## config.mk

```make
export PLATFORM = sky130hd
export DESIGN_NAME = apb_wr_rd_scheduler
export DESIGN_NICKNAME = d
export VERILOG_FILES = /design/src/rtl/bridge_pkg.sv /design/src/rtl/sched_weight_arb.sv /design/src/rtl/apb_wr_rd_scheduler.sv
export SDC_FILE = /design/constraint.sdc
export NUM_CORES = 1
export LEC_CHECK = 0
export CORE_UTILIZATION = 30
export CTS_BUF_LIST = sky130_fd_sc_hd__clkbuf_16
export CTS_CLUSTER_SIZE = 20
export DETAILED_ROUTE_END_ITERATION = 6
export GPL_TIMING_DRIVEN = 0
export PLACE_DENSITY = 0.62
export SYNTH_ARGS = -nofsm -noshare
export SYNTH_HDL_FRONTEND = slang
export SYNTH_SLANG_ARGS = --single-unit
```

## constraint.sdc

```tcl
create_clock -name PCLK_i -period 1.8 [get_ports PCLK_i]
set_input_delay 0.27 -clock PCLK_i [delete_from_list [all_inputs] [get_ports PCLK_i]]
set_output_delay 0.27 -clock PCLK_i [all_outputs]
set_load 0.05 [all_outputs]
```

## src/rtl/bridge_pkg.sv

```systemverilog
// Shared types and constants for the AXI4Lite-to-APB4 bridge.
package bridge_pkg;

  // Default width of the write/read ratio CSR field
  localparam int unsigned SCH_RATIO_W = 3;

  // Command type encoding on cmd_write
  localparam logic CMD_RD = 1'b0;
  localparam logic CMD_WR = 1'b1;

  // APB-side scheduler FSM states
  typedef enum logic [1:0] {
    SCH_IDLE      = 2'd0,
    SCH_ISSUE     = 2'd1,
    SCH_WAIT_DONE = 2'd2
  } sch_state_e;

endpackage

```

## src/rtl/sched_weight_arb.sv

```systemverilog
// Weighted write/read arbiter: eligibility, priority decision and the
// consecutive-write streak counter that enforces the write/read ratio.
module sched_weight_arb
  import bridge_pkg::*;
#(
  parameter int unsigned RATIO_W = SCH_RATIO_W
) (
  input  logic               clk,
  input  logic               rst,
  input  logic               arb_en,
  input  logic [RATIO_W-1:0] wr_rd_ratio,
  input  logic               wa_empty,
  input  logic               wd_empty,
  input  logic               ra_empty,
  input  logic               rd_full,
  output logic               grant_vld,
  output logic               grant_wr
);

  localparam logic [RATIO_W:0] STREAK_MAX = {1'b1, {RATIO_W{1'b0}}};

  logic             wr_elig;
  logic             rd_elig;
  logic [RATIO_W:0] wr_streak;

  // Grant decision: writes win a contended slot until the streak exceeds the ratio
  always_comb begin
    wr_elig   = !wa_empty && !wd_empty;
    rd_elig   = !ra_empty && !rd_full;
    grant_vld = arb_en && (wr_elig || rd_elig);
    grant_wr  = wr_elig && (!rd_elig || (wr_streak <= {1'b0, wr_rd_ratio}));
  end

  // Streak counter: saturating count of write grants since the last read grant
  always_ff @(posedge clk or posedge rst) begin
    if (rst) begin
      wr_streak <= '0;
    end else if (grant_vld) begin
      if (grant_wr) begin
        if (wr_streak != STREAK_MAX) begin
          wr_streak <= wr_streak + 1'b1;
        end
      end else begin
        wr_streak <= '0;
      end
    end
  end

endmodule

```

## src/rtl/apb_wr_rd_scheduler.sv

```systemverilog
// APB-side write/read scheduler: picks the next transfer type, offers it to
// the APB transfer FSM and pops the CDC FIFOs on acceptance.
// Optional grant statistics are enabled by defining APB_WR_RD_SCHED_STATS_EN.
module apb_wr_rd_scheduler
  import bridge_pkg::*;
#(
  parameter int unsigned RATIO_W = SCH_RATIO_W,
  parameter int unsigned CNT_W   = 16
) (
  input  logic               PCLK_i,
  input  logic               PRESET_i,
  input  logic [RATIO_W-1:0] wr_rd_ratio,
  input  logic               wa_empty,
  input  logic               wd_empty,
  input  logic               ra_empty,
  input  logic               rd_full,
  output logic               wa_pop,
  output logic               wd_pop,
  output logic               ra_pop,
  output logic               cmd_valid,
  output logic               cmd_write,
  input  logic               cmd_ready,
  input  logic               cmd_done,
  output logic               busy
`ifdef APB_WR_RD_SCHED_STATS_EN
  ,
  input  logic               stats_clr,
  output logic [CNT_W-1:0]   wr_grant_cnt,
  output logic [CNT_W-1:0]   rd_grant_cnt
`endif
);

  sch_state_e state_q;
  sch_state_e state_d;
  logic       cmd_write_q;
  logic       grant_vld;
  logic       grant_wr;
  logic       accept;

  sched_weight_arb #(
    .RATIO_W (RATIO_W)
  ) u_arb (
    .clk         (PCLK_i),
    .rst         (PRESET_i),
    .arb_en      (state_q == SCH_IDLE),
    .wr_rd_ratio (wr_rd_ratio),
    .wa_empty    (wa_empty),
    .wd_empty    (wd_empty),
    .ra_empty    (ra_empty),
    .rd_full     (rd_full),
    .grant_vld   (grant_vld),
    .grant_wr    (grant_wr)
  );

  // State and latched command type
  always_ff @(posedge PCLK_i or posedge PRESET_i) begin
    if (PRESET_i) begin
      state_q     <= SCH_IDLE;
      cmd_write_q <= CMD_RD;
    end else begin
      state_q <= state_d;
      if (state_q == SCH_IDLE && grant_vld) begin
        cmd_write_q <= grant_wr;
      end
    end
  end

  // Next state and outputs; pops are decoded from the registered state so
  // an asynchronous reset suppresses them immediately
  always_comb begin
    state_d   = state_q;
    cmd_valid = 1'b0;
    accept    = 1'b0;
    busy      = (state_q != SCH_IDLE);
    cmd_write = cmd_write_q;
    unique case (state_q)
      SCH_IDLE: begin
        if (grant_vld) begin
          state_d = SCH_ISSUE;
        end
      end
      SCH_ISSUE: begin
        cmd_valid = 1'b1;
        if (cmd_ready) begin
          accept  = 1'b1;
          state_d = SCH_WAIT_DONE;
        end
      end
      SCH_WAIT_DONE: begin
        if (cmd_done) begin
          state_d = SCH_IDLE;
        end
      end
      default: state_d = SCH_IDLE;
    endcase
    wa_pop = accept && (cmd_write_q == CMD_WR);
    wd_pop = accept && (cmd_write_q == CMD_WR);
    ra_pop = accept && (cmd_write_q == CMD_RD);
  end

`ifdef APB_WR_RD_SCHED_STATS_EN
  // Accepted-command counters; clear wins over a same-cycle increment
  always_ff @(posedge PCLK_i or posedge PRESET_i) begin
    if (PRESET_i) begin
      wr_grant_cnt <= '0;
      rd_grant_cnt <= '0;
    end else if (stats_clr) begin
      wr_grant_cnt <= '0;
      rd_grant_cnt <= '0;
    end else if (accept) begin
      if (cmd_write_q == CMD_WR) begin
        wr_grant_cnt <= wr_grant_cnt + 1'b1;
      end else begin
        rd_grant_cnt <= rd_grant_cnt + 1'b1;
      end
    end
  end
`endif

endmodule

```

== Word level (Yosys, flattened, before mapping) ==
Index checks and enable logic that the tools add are counted.

* Flip-flop bits (word level): 7
* Latch bits: 0
* Memory bits (writable): 0
* Memory bits (read-only): 0
* Input port bits: 11
* Output and inout bits: 6
* Memories: 0

* Add/subtract/negate cells: 1
* $mul: 0
* Divide/modulo/power cells: 0
* Order comparisons: 1
* Equal/unequal tests: 7
* Shift operators: 0
* Muxes and demuxes: 9
* Bitwise logic cells: 1
* Reductions and logical operators: 18

{| class="wikitable"
|+ Operators by type and width
! operator !! number
|-
| two-way mux 4 bit || 2
|-
| logical AND 1 bit || 7
|-
| two-way mux 2 bit || 3
|-
| != test 2 bit, second input constant || 3
|-
| one-hot mux 2 bit (3 select lines) || 1
|-
| zero test 1 bit || 5
|-
| adder 4 x 1 -> 4 bit, second input constant || 1
|-
| less-or-equal comparator 4 x 3 -> 1 bit || 1
|-
| != test 4 bit, second input constant || 1
|-
| two-way mux 1 bit || 3
|-
| AND reduction 3 bit || 1
|-
| == test 2 x 1 -> 1 bit, second input constant || 1
|-
| == test 2 bit, second input constant || 1
|-
| zero test 2 bit || 1
|-
| logical OR 1 bit || 2
|-
| != test 2 x 1 -> 1 bit, second input constant || 1
|-
| AND reduction 2 bit || 1
|-
| nonzero test 2 bit || 1
|-
| NOT 1 bit || 1
|}

== Depth between registers and ports, before layout ==
Gate-level depths: netlist of the first run.

* Depth after elaboration: 7
* Gate-level depth with buffers: 6

== Hierarchy ==
From an unflattened synthesis of the first run, not the netlist that was laid out.

* Cell total of the unflattened synthesis: 59
* Area total of the unflattened synthesis: 564.3 um^2

{| class="wikitable"
|+ Modules (own cells, without submodules)
! module !! instances !! cells an instance !! area each (um^2) !! seq. area each (um^2)
|-
| sched_weight_arb || 1 || 42 || 395.4 || 100.1
|-
| apb_wr_rd_scheduler || 1 || 17 || 168.9 || 75.1
|}

== Worst setup path after synthesis of the first run ==
Ideal clock, no wire load.

* Path kind: register -> output
* From: reg state_q[1]
* To: out wd_pop
* Arrival time: 2.054 ns
* Slack: -0.524 ns
* Stages on the path, launching flop included: 4
* Cell sequence: dfrtp_1 nor2b_1 and3_1 buf_4

* Longest elaborated chain between the ends: 3

{| class="wikitable"
|+ RTL lines
! item !! line !! source
|-
| start, declared || apb_wr_rd_scheduler.sv:33 || <nowiki>sch_state_e state_q;</nowiki>
|-
| start signal, assigned || apb_wr_rd_scheduler.sv:61 || <nowiki>state_q <= state_d;</nowiki>
|-
| == test 2 x 1 -> 1 bit || apb_wr_rd_scheduler.sv:76 || <nowiki>unique case (state_q)</nowiki>
|-
| two-way mux 1 bit || apb_wr_rd_scheduler.sv:76 ||
|-
| logical AND 1 bit || -- ||
|-
| end, declared || apb_wr_rd_scheduler.sv:18 || <nowiki>output logic wd_pop,</nowiki>
|}

Every way passes these cells.

== Final worst setup path of the first run ==
* From: in wr_rd_ratio[1]
* To: reg u_arb.wr_streak[2]

* Longest elaborated chain between the ends: 5

{| class="wikitable"
|+ RTL lines
! item !! line !! source
|-
| start, declared || apb_wr_rd_scheduler.sv:12 || <nowiki>input logic [RATIO_W-1:0] wr_rd_ratio,</nowiki>
|-
| less-or-equal comparator 4 x 3 -> 1 bit (*) || sched_weight_arb.sv:31 || <nowiki>grant_wr = wr_elig && (!rd_elig || (wr_streak <= {1'b0, wr_rd_ratio}));</nowiki>
|-
| logical OR 1 bit (*) || sched_weight_arb.sv:31 ||
|-
| logical AND 1 bit (*) || sched_weight_arb.sv:31 ||
|-
| != test 2 x 1 -> 1 bit (no line) || -- ||
|-
| AND reduction 2 bit (no line) || -- ||
|-
| end signal, assigned || sched_weight_arb.sv:41 || <nowiki>wr_streak <= wr_streak + 1'b1;</nowiki>
|-
| end, declared || sched_weight_arb.sv:24 || <nowiki>logic [RATIO_W:0] wr_streak;</nowiki>
|}

Every way passes the cells marked *; elsewhere a longest branch is shown, timed or not.
A chain may end at the register's enable or synchronous reset.

==> results of run 1 <==
## stage by stage
step	TNS, ns	power [mW]	utilization [%]
2_1_floorplan	-0.0590	0.672	-
3_3_place_gp	-2.08	0.847	44.6
3_5_place_dp	-2.20	0.853	44.6
4_1_cts	0	1.22	51.3
5_1_grt	-0.0331	1.29	51.5
6_report	0	1.22	51.5
## timing repair
item,CTS,global route
resized for setup,11,6
pin swaps,2,6
cloned,0,0
setup endpoints to repair,10,5
## sequential cells by signal, summed over array words and instances, names as in the netlist
signal,count
state_q,2
cmd_write,1
u_arb.wr_streak,4
## layout by cell type (no fill, tap or decap), types with 2 or more instances in the layout
master           netlist  routed
ha_1                   5       4
buf_4                  1       2
nand2_1                5       5
inv_1                  7       7
clkbuf_16              0       3
nor2_2                 0       2
o21ai_0                2       2
nand3_1                2       2
a211o_1                2       2
nor3_1                 2       2
dlygate4sd2_1          0       2
clkbuf_2               0       2
a21o_1                 2       2
clkdlybuf4s50_1        0      10
dfrtp_1                7       7
nand4b_1               2       2
nor2_1                 6       4
## cell type report
| cell class | instances | area, um^2 |
|---|---|---|
| Buffer | 1 | 7.51 |
| Sequential cell | 7 | 175 |
| Fill cell | 148 | 731 |
| Clock buffer | 3 | 75.1 |
| Multi-Input combinational cell | 39 | 320 |
| Tap cell | 16 | 20.0 |
| Timing Repair Buffer | 16 | 148 |
| Clock inverter | 1 | 3.75 |
| Inverter | 7 | 26.3 |
## kinds of logic (layout without fill, tap and decap cells)
logic type,after synthesis,in the layout,synth area share (%)
simple gates,24,24,27.3
compound gates,10,10,16.8
buf+inv,8,28,6.96
flops,7,7,36.1
fa+ha+maj,5,5,12.9
## layer usage
layer / global-route usage (%) / vias to the layer above / part of all wire (%)
li1: - / 230 / -
met1: 19.0 / 220 / 51
met2: 18.5 / 7 / 41
met3: 8.19 / 4 / 5.1
met4: 7.50 / 0 / 2.9
met5: 0 / - / 0
## critical path, cell delays in order
cell and delay [ns]:
clkdlybuf4s50_1 0.45, inv_1 0.04, ha_1 0.27, and3b_1 0.19
o211a_4 0.21, and4bb_2 0.23, a211o_1 0.22
## power breakdown
part	leakage, nW	internal, mW	switching, mW
sequential	0.0914	0.216	0.0650
clock	0.0423	0.289	0.0853
combinational	0.262	0.208	0.356
## final timing paths
check	end	slack, ns	depth (start not counted)
max	u_arb.wr_streak[2]$_DFFE_PP0P_	0.04	7
min	state_q[0]$_DFFE_PP0P_	0.26	2
max reg2reg	u_arb.wr_streak[2]$_DFFE_PP0P_	0.10	5
min reg2reg	state_q[1]$_DFFE_PP0P_	0.53	2
max in group asynchronous	u_arb.wr_streak[1]$_DFFE_PP0P_	1.33	2
min in group PCLK_i	state_q[1]$_DFFE_PP0P_	0.53	2
==> flow_summary.yaml, run 1 <==
status:
  status: "finished clean"
global_routing:
  grt_usage_pct: 14.4
  antenna_found_initial: 0
  grt_pass1_vias: 411
  grt-ovfl-total: 0
  grt_pass1_wl_mm: 1.82
  grt_max_degree: 8
worst_setup_path:
  critPathLaunch: "wr_rd_ratio[1]"
  cp_data_arrival_time_ns: 1.87
  cp-start-kind: "input port"
  setup.worst_path.end_class: "flop"
  critPathMaxFanout: 5
  path_class: "input port to flop"
  worst_ep_required_time_ns: 1.92
  worstReg2RegStart: "u_arb.wr_streak[2]$_DFFE_PP0P_"
clocking:
  post-cts-setup-buffers: 0
  ctsHoldBuffers: 0
  cts_buffers: 3
  htreeDepth: 1
  cts_buffer_depth: 2
  clk_latency_ns: 0.23
  cts_tree: "built"
  clock_sinks: 7
  path_clk_slew_ns: 0.04
  cts_root_buf: "clkbuf_16"
sta:
  final.period_utilization_pct: 97.7
  postLayoutSetupSlackWorst_ns: 0.0413
  fin_skew_ns: 0.000953
  tightest_slew_ns: 0.489
  rsz0062_at_grt: "true"
  relSlewSlack_pct: 67.3
  drv_slew: 0
  finalSetupViolations: 0
  fmax_mhz: 569
  finalHoldViolations: 0
  fin_crit_ns: 1.76
  hold_ws_ns: 0.264
cells_and_area:
  layout.cells.non_filler: 90
  antenna_cells: 0
  final_area_um2: 776
  layout-drive-gt1-share_pct: 23.0
  area_growth_pct: 59.8
  layout.nets: 91
placement:
  place_area_um2: 672
  port-buffer-count: 16
  dp.cells: 86
  dp_slack_ns: -0.335
  gp_congestion: 0.709
  dp_hpwl_um: 806
die:
  die-height_um: 42.2
  dieArea_um2: 1780
  pin_count: 17
  start_util_pct: 32.2
  rows: 14
  core_area_um2: 1510
  die_x_um: 42.2
detailed_routing:
  drc: 0
  via_count: 461
  routed_wl_mm: 1.08
  drt_iter0_drc: 5
  post_drt_wl_per_cell_um: 11.9
  dr.pass1.iters: 4
  ant_nets: 0
  vias_per_cell: 5.12
synth:
  syn_nets: 70
  synth_common_cells: "dfrtp_1, inv_1, nor2_1"
  synth_top_area_share_pct: 36.1
  yosys_warnings: 0
  synth_cell_types: 23
  synth_cells: 54
  synth_edf_count: 0
  synth_area_leaders: "dfrtp_1, ha_1, inv_1, nor2_1, nand2_1"
  ys_ff_latch: 7
  seq_area_frac_synth_pct: 36.1
  synthArstFlopShare_pct: 100
  synth_ff_type: "dfrtp_1"
  avgSynthCellArea_um2: 8.99
  netlist_area_um2: 485
  yosysTopAreaCell: "dfrtp_1"
pwr:
  power_density_nw_per_um2: 1570
  vdd_drop_max_v: 0.000868
  p_leak_nw: 0.396
hold_path:
  hold_path_class: "input port to asynchronous set/reset pin"
flow_run:
  cap_violations: 0
Note: power is estimated with default switching activity, not from simulation.
==> run 2: changes to the inputs <==
--- a/config.mk
+++ b/config.mk
@@ -5,12 +5,12 @@
 export SDC_FILE = /design/constraint.sdc
 export NUM_CORES = 1
 export LEC_CHECK = 0
+export CORE_MARGIN = 4
 export CORE_UTILIZATION = 30
 export CTS_BUF_LIST = sky130_fd_sc_hd__clkbuf_16
 export CTS_CLUSTER_SIZE = 20
 export DETAILED_ROUTE_END_ITERATION = 6
 export GPL_TIMING_DRIVEN = 0
-export PLACE_DENSITY = 0.62
 export SYNTH_ARGS = -nofsm -noshare
 export SYNTH_HDL_FRONTEND = slang
 export SYNTH_SLANG_ARGS = --single-unit
==> run 2 against run 1 <==
Sequential power increased by 2%. Critical path type is now flop to output pin. Count of clock-buffer cells in the layout unchanged. Die area increased by 30%. Via count down 3.3%. Clock skew rose by 0.0012 ns.
==> flow_summary.yaml, run 2 (synthesis results as in run 1) <==
status:
  status: "finished clean"
clocking:
  cts_tree: "built"
  path_clk_slew_ns: 0.04
  post-cts-setup-buffers: 0
  clk_latency_ns: 0.23
  ctsHoldBuffers: 0
  htreeDepth: 1
  cts_root_buf: "clkbuf_16"
  cts_buffers: 3
  clock_sinks: 7
  cts_buffer_depth: 2
global_routing:
  grt_usage_pct: 10.5
  grt_max_degree: 8
  grt-ovfl-total: 0
  grt_pass1_vias: 387
  antenna_found_initial: 0
  grt_pass1_wl_mm: 1.63
sta:
  relSlewSlack_pct: 67.2
  fin_crit_ns: 1.73
  fmax_mhz: 579
  drv_slew: 0
  rsz0062_at_grt: "false"
  tightest_slew_ns: 0.491
  final.period_utilization_pct: 95.9
  finalSetupViolations: 0
  finalHoldViolations: 0
  fin_skew_ns: 0.00212
  postLayoutSetupSlackWorst_ns: 0.0741
worst_setup_path:
  worst_ep_required_time_ns: 1.53
  critPathMaxFanout: 4
  path_class: "flop to output pin"
  critPathBufInv: 1
  setup.worst_path.end_class: "output pin"
  worst-path-stages: 1
  cp-start-kind: "flop"
  crit_chain: "clkdlybuf4s50_1"
  slowest_stage: "clkdlybuf4s50_1"
  cp_top_family: "buffers and inverters"
  cpPeakStageDelay_ns: 0.83
  cp_data_arrival_time_ns: 1.46
  r2r_cells: 5
die:
  dieArea_um2: 2330
  pin_count: 17
  core_area_um2: 1520
  start_util_pct: 31.9
  die_x_um: 48.2
  rows: 14
  die-height_um: 48.2
placement:
  dp_hpwl_um: 797
  port-buffer-count: 16
  dp_slack_ns: -0.319
  gp_congestion: 0.722
  dp.cells: 86
cells_and_area:
  layout.nets: 91
  final_common_cell: "clkdlybuf4s50_1"
  regMostFlops: "u_arb.wr_streak"
  layout.cells.non_filler: 90
  largest_reg_flops: 4
  area_growth_pct: 58.2
  layout-drive-gt1-share_pct: 23.0
  final_cell_mix: "clkdlybuf4s50_1, dfrtp_1, inv_1"
  antenna_cells: 0
detailed_routing:
  vias_per_cell: 4.96
  via_count: 446
  routed_wl_mm: 1.06
  dr.pass1.iters: 4
  post_drt_wl_per_cell_um: 11.7
  ant_nets: 0
  drt_iter0_drc: 10
  drc: 0
pwr:
  power_density_nw_per_um2: 1580
  p_leak_nw: 0.413
  vdd_drop_max_v: 0.000716
hold_path:
  hold_path_class: "input port to asynchronous set/reset pin"
flow_run:
  cap_violations: 0
==> run 2: layer usage <==
metal  vias to the layer above  global-route usage [%]  wire length [um]
met5                         -                       0                 0
met4                         0                    4.84                17
met3                         4                    5.54                76
met2                        10                    13.8               461
met1                       200                    13.8               500
li1                        232                       -                 -
==> run 2: path summary, 6_finish.rpt <==
kind	startpoint	endpoint	slack, ns
worst min register to register	state_q[1]$_DFFE_PP0P_	state_q[1]$_DFFE_PP0P_	0.52
worst max-delay path	cmd_write$_DFFE_PP0P_	cmd_write	0.07
worst max register to register	u_arb.wr_streak[2]$_DFFE_PP0P_	u_arb.wr_streak[2]$_DFFE_PP0P_	0.08
min in group PCLK_i	state_q[1]$_DFFE_PP0P_	state_q[1]$_DFFE_PP0P_	0.52
max in group asynchronous	PRESET_i	u_arb.wr_streak[3]$_DFFE_PP0P_	1.33
worst min-delay path	PRESET_i	cmd_write$_DFFE_PP0P_	0.26
==> run 2: through the flow <==
stage	cell area [um^2]	util (%)	hold WS, ns	TNS (ns)	total power [mW]
finish	768	50.4	0.262	0	1.21
global route	768	50.4	0.295	0	1.29
CTS	759	49.8	0.272	0	1.23
detailed placement	672	44.1	0.514	-2.13	0.849
global placement	672	44.1	0.511	-2.13	0.848
floorplan	492	-	0.0734	-0.0590	0.672
==> run 2: report_power, final <==
| part | total [mW] | internal [mW] | switching (mW) |
|---|---|---|---|
| registers | 0.286 | 0.216 | 0.0702 |
| logic | 0.550 | 0.207 | 0.343 |
| clock network | 0.376 | 0.289 | 0.0867 |
==> run 2: final cells by class <==
type | instances | area [um^2]
Buffer | 1 | 7.51
Clock buffer | 3 | 75.1
Clock inverter | 1 | 3.75
Fill cell | 138 | 756
Inverter | 7 | 26.3
Multi-Input combinational cell | 39 | 310
Sequential cell | 7 | 175
Tap cell | 16 | 20.0
Timing Repair Buffer | 16 | 150
==> run 2: what timing repair did <==
item,CTS,global route
gates resized for setup,9,8
pin swaps,5,3
setup endpoints to repair,10,4
==> run 3: changes to the inputs <==
--- a/config.mk
+++ b/config.mk
@@ -14,3 +14,4 @@
 export SYNTH_ARGS = -nofsm -noshare
 export SYNTH_HDL_FRONTEND = slang
 export SYNTH_SLANG_ARGS = --single-unit
+export TNS_END_PERCENT = 30
==> run 3 against run 2 <==
Combinational power about the same. Register-to-register slack about the same. Global-route usage unchanged. Die area unchanged. Wire length hardly changed. Critical path type is now flop to flop. Critical endpoint is now u_arb.wr_streak[2]$_DFFE_PP0P_. Largest cell class unchanged.
==> flow_summary.yaml, run 3 (synthesis results as in run 1) <==
pwr:
  swShare_pct: 41.3
  p_seq_share_pct: 23.6
  vdd_drop_max_v: 0.000716
  p_sw_mw: 0.500
  power_density_nw_per_um2: 1580
  clkPwrFrac_pct: 31.0
  p_int_mw: 0.712
  total_power_mw: 1.21
  p_leak_nw: 0.413
  power.share.combinational_pct: 45.4
placement:
  place_area_um2: 672
  gp_congestion: 0.722
  port-buffer-count: 16
  dp_hpwl_um: 797
  dp.cells: 86
sta:
  finalHoldViolations: 0
  tightest_slew_ns: 0.491
  drv_slew: 0
  rsz0062_at_grt: "false"
  fmax_mhz: 577
  fin_skew_ns: 0.00214
  relSlewSlack_pct: 67.2
  finalSetupViolations: 0
  fin_crit_ns: 1.73
  final.period_utilization_pct: 96.3
cells_and_area:
  layout.nets: 91
  antenna_cells: 0
  multi_input_comb_area_um2: 310
  final_cell_mix: "clkdlybuf4s50_1, dfrtp_1, inv_1"
  fillers: 138
  regMostFlops: "u_arb.wr_streak"
  layout.cells.non_filler: 90
  area_growth_pct: 58.2
  largest_reg_flops: 4
  layout-drive-gt1-share_pct: 23.0
  regArea_um2: 175
  final_area_um2: 768
  final_common_cell: "clkdlybuf4s50_1"
clocking:
  clk_latency_ns: 0.23
  htreeDepth: 1
  path_clk_slew_ns: 0.04
  cts_buffer_depth: 2
  cts_root_buf: "clkbuf_16"
  ctsHoldBuffers: 0
  cts_tree: "built"
  post-cts-setup-buffers: 0
  clock_sinks: 7
  cts_buffers: 3
detailed_routing:
  dr.pass1.iters: 4
  drt_iter0_drc: 9
  ant_nets: 0
  drc: 0
  via_count: 449
  vias_per_cell: 4.99
  routed_wl_mm: 1.06
  post_drt_wl_per_cell_um: 11.7
worst_setup_path:
  setup.worst_path.end_class: "flop"
  path_class: "flop to flop"
  critPathMaxFanout: 6
  cpPeakStageDelay_ns: 0.44
  cp_common_cell: "a211o_1"
  cp_data_arrival_time_ns: 1.90
  r2r_slack_ns: 0.07
  crit_chain: "ha_4, a211o_1, o211a_1, and4bb_2, a211o_1"
  cp-start-kind: "flop"
  worst_ep_required_time_ns: 1.97
  slowest_stage: "dfrtp_1"
hold_path:
  hold_path_class: "input port to asynchronous set/reset pin"
die:
  rows: 14
  die_x_um: 48.2
  core_area_um2: 1520
  dieArea_um2: 2330
  pin_count: 17
  start_util_pct: 31.9
  die-height_um: 48.2
global_routing:
  grt_usage_pct: 10.5
  antenna_found_initial: 0
  grt_pass1_vias: 387
  grt_pass1_wl_mm: 1.63
  grt_max_degree: 8
  grt-ovfl-total: 0
status:
  status: "finished clean"
flow_run:
  cap_violations: 0
run 3: metrics by stage:
step           utilization, %  setup WS [ns]  TNS (ns)  hold slack (ns)
3_5_place_dp             44.1         -0.319     -2.13            0.514
4_1_cts                  49.8         0.0130         0            0.272
3_3_place_gp             44.1         -0.311     -2.13            0.511
5_1_grt                  50.4        0.00227         0            0.295
2_1_floorplan               -        -0.0590   -0.0590           0.0734
6_report                 50.4         0.0672         0            0.262
run 3: layer usage:
metal | vias to the layer above | wire [um] | global-route usage, % | part of all wire, %
met5 | - | 0 | 0 | 0
met4 | 0 | 17 | 4.84 | 1.6
met3 | 4 | 77 | 5.54 | 7.3
met2 | 10 | 463 | 13.8 | 44
met1 | 203 | 497 | 13.8 | 47
li1 | 232 | - | - | -
run 3: final timing paths:
check                                                from                             end  depth (start not counted)
setup reg to reg           u_arb.wr_streak[2]$_DFFE_PP0P_  u_arb.wr_streak[2]$_DFFE_PP0P_                          5
hold / removal                                   PRESET_i           cmd_write$_DFFE_PP0P_                          2
min in group PCLK_i                state_q[1]$_DFFE_PP0P_          state_q[1]$_DFFE_PP0P_                          2
hold reg to reg                    state_q[1]$_DFFE_PP0P_          state_q[1]$_DFFE_PP0P_                          2
max in group asynchronous                        PRESET_i  u_arb.wr_streak[3]$_DFFE_PP0P_                          2
setup / recovery           u_arb.wr_streak[2]$_DFFE_PP0P_  u_arb.wr_streak[2]$_DFFE_PP0P_                          5
run 3: final cells by class:
cell class | count | area share, %
well taps | 16 | 2.61
multi-input cells | 39 | 40.4
clock inverters | 1 | 0.489
plain buffers | 1 | 0.977
clock buffers | 3 | 9.77
inverters | 7 | 3.42
flip-flops and latches | 7 | 22.8
repair buffers | 16 | 19.5
run 3: repair_timing:
action / in CTS / in global routing
pin swaps: 4 / 3
gates resized for setup: 9 / 8
endpoints found under the setup margin: 10 / 4
run 3: critical path: cells and delay by family, from the launching register on:
family	cells	cell delay, ns
and+or+nand+nor	1	0.30
DFF	1	0.44
AOI/OAI and AO/OA	3	0.65
adders and majority gates	1	0.27
run 3: power groups by stage:
stage / clock network (mW) / logic, mW / registers [mW]
after floorplan: 0 / 0.369 / 0.303
after CTS: 0.388 / 0.557 / 0.282
final: 0.376 / 0.550 / 0.286
after global routing: 0.395 / 0.605 / 0.296
after detailed placement: 0 / 0.569 / 0.280
after global placement: 0 / 0.571 / 0.277
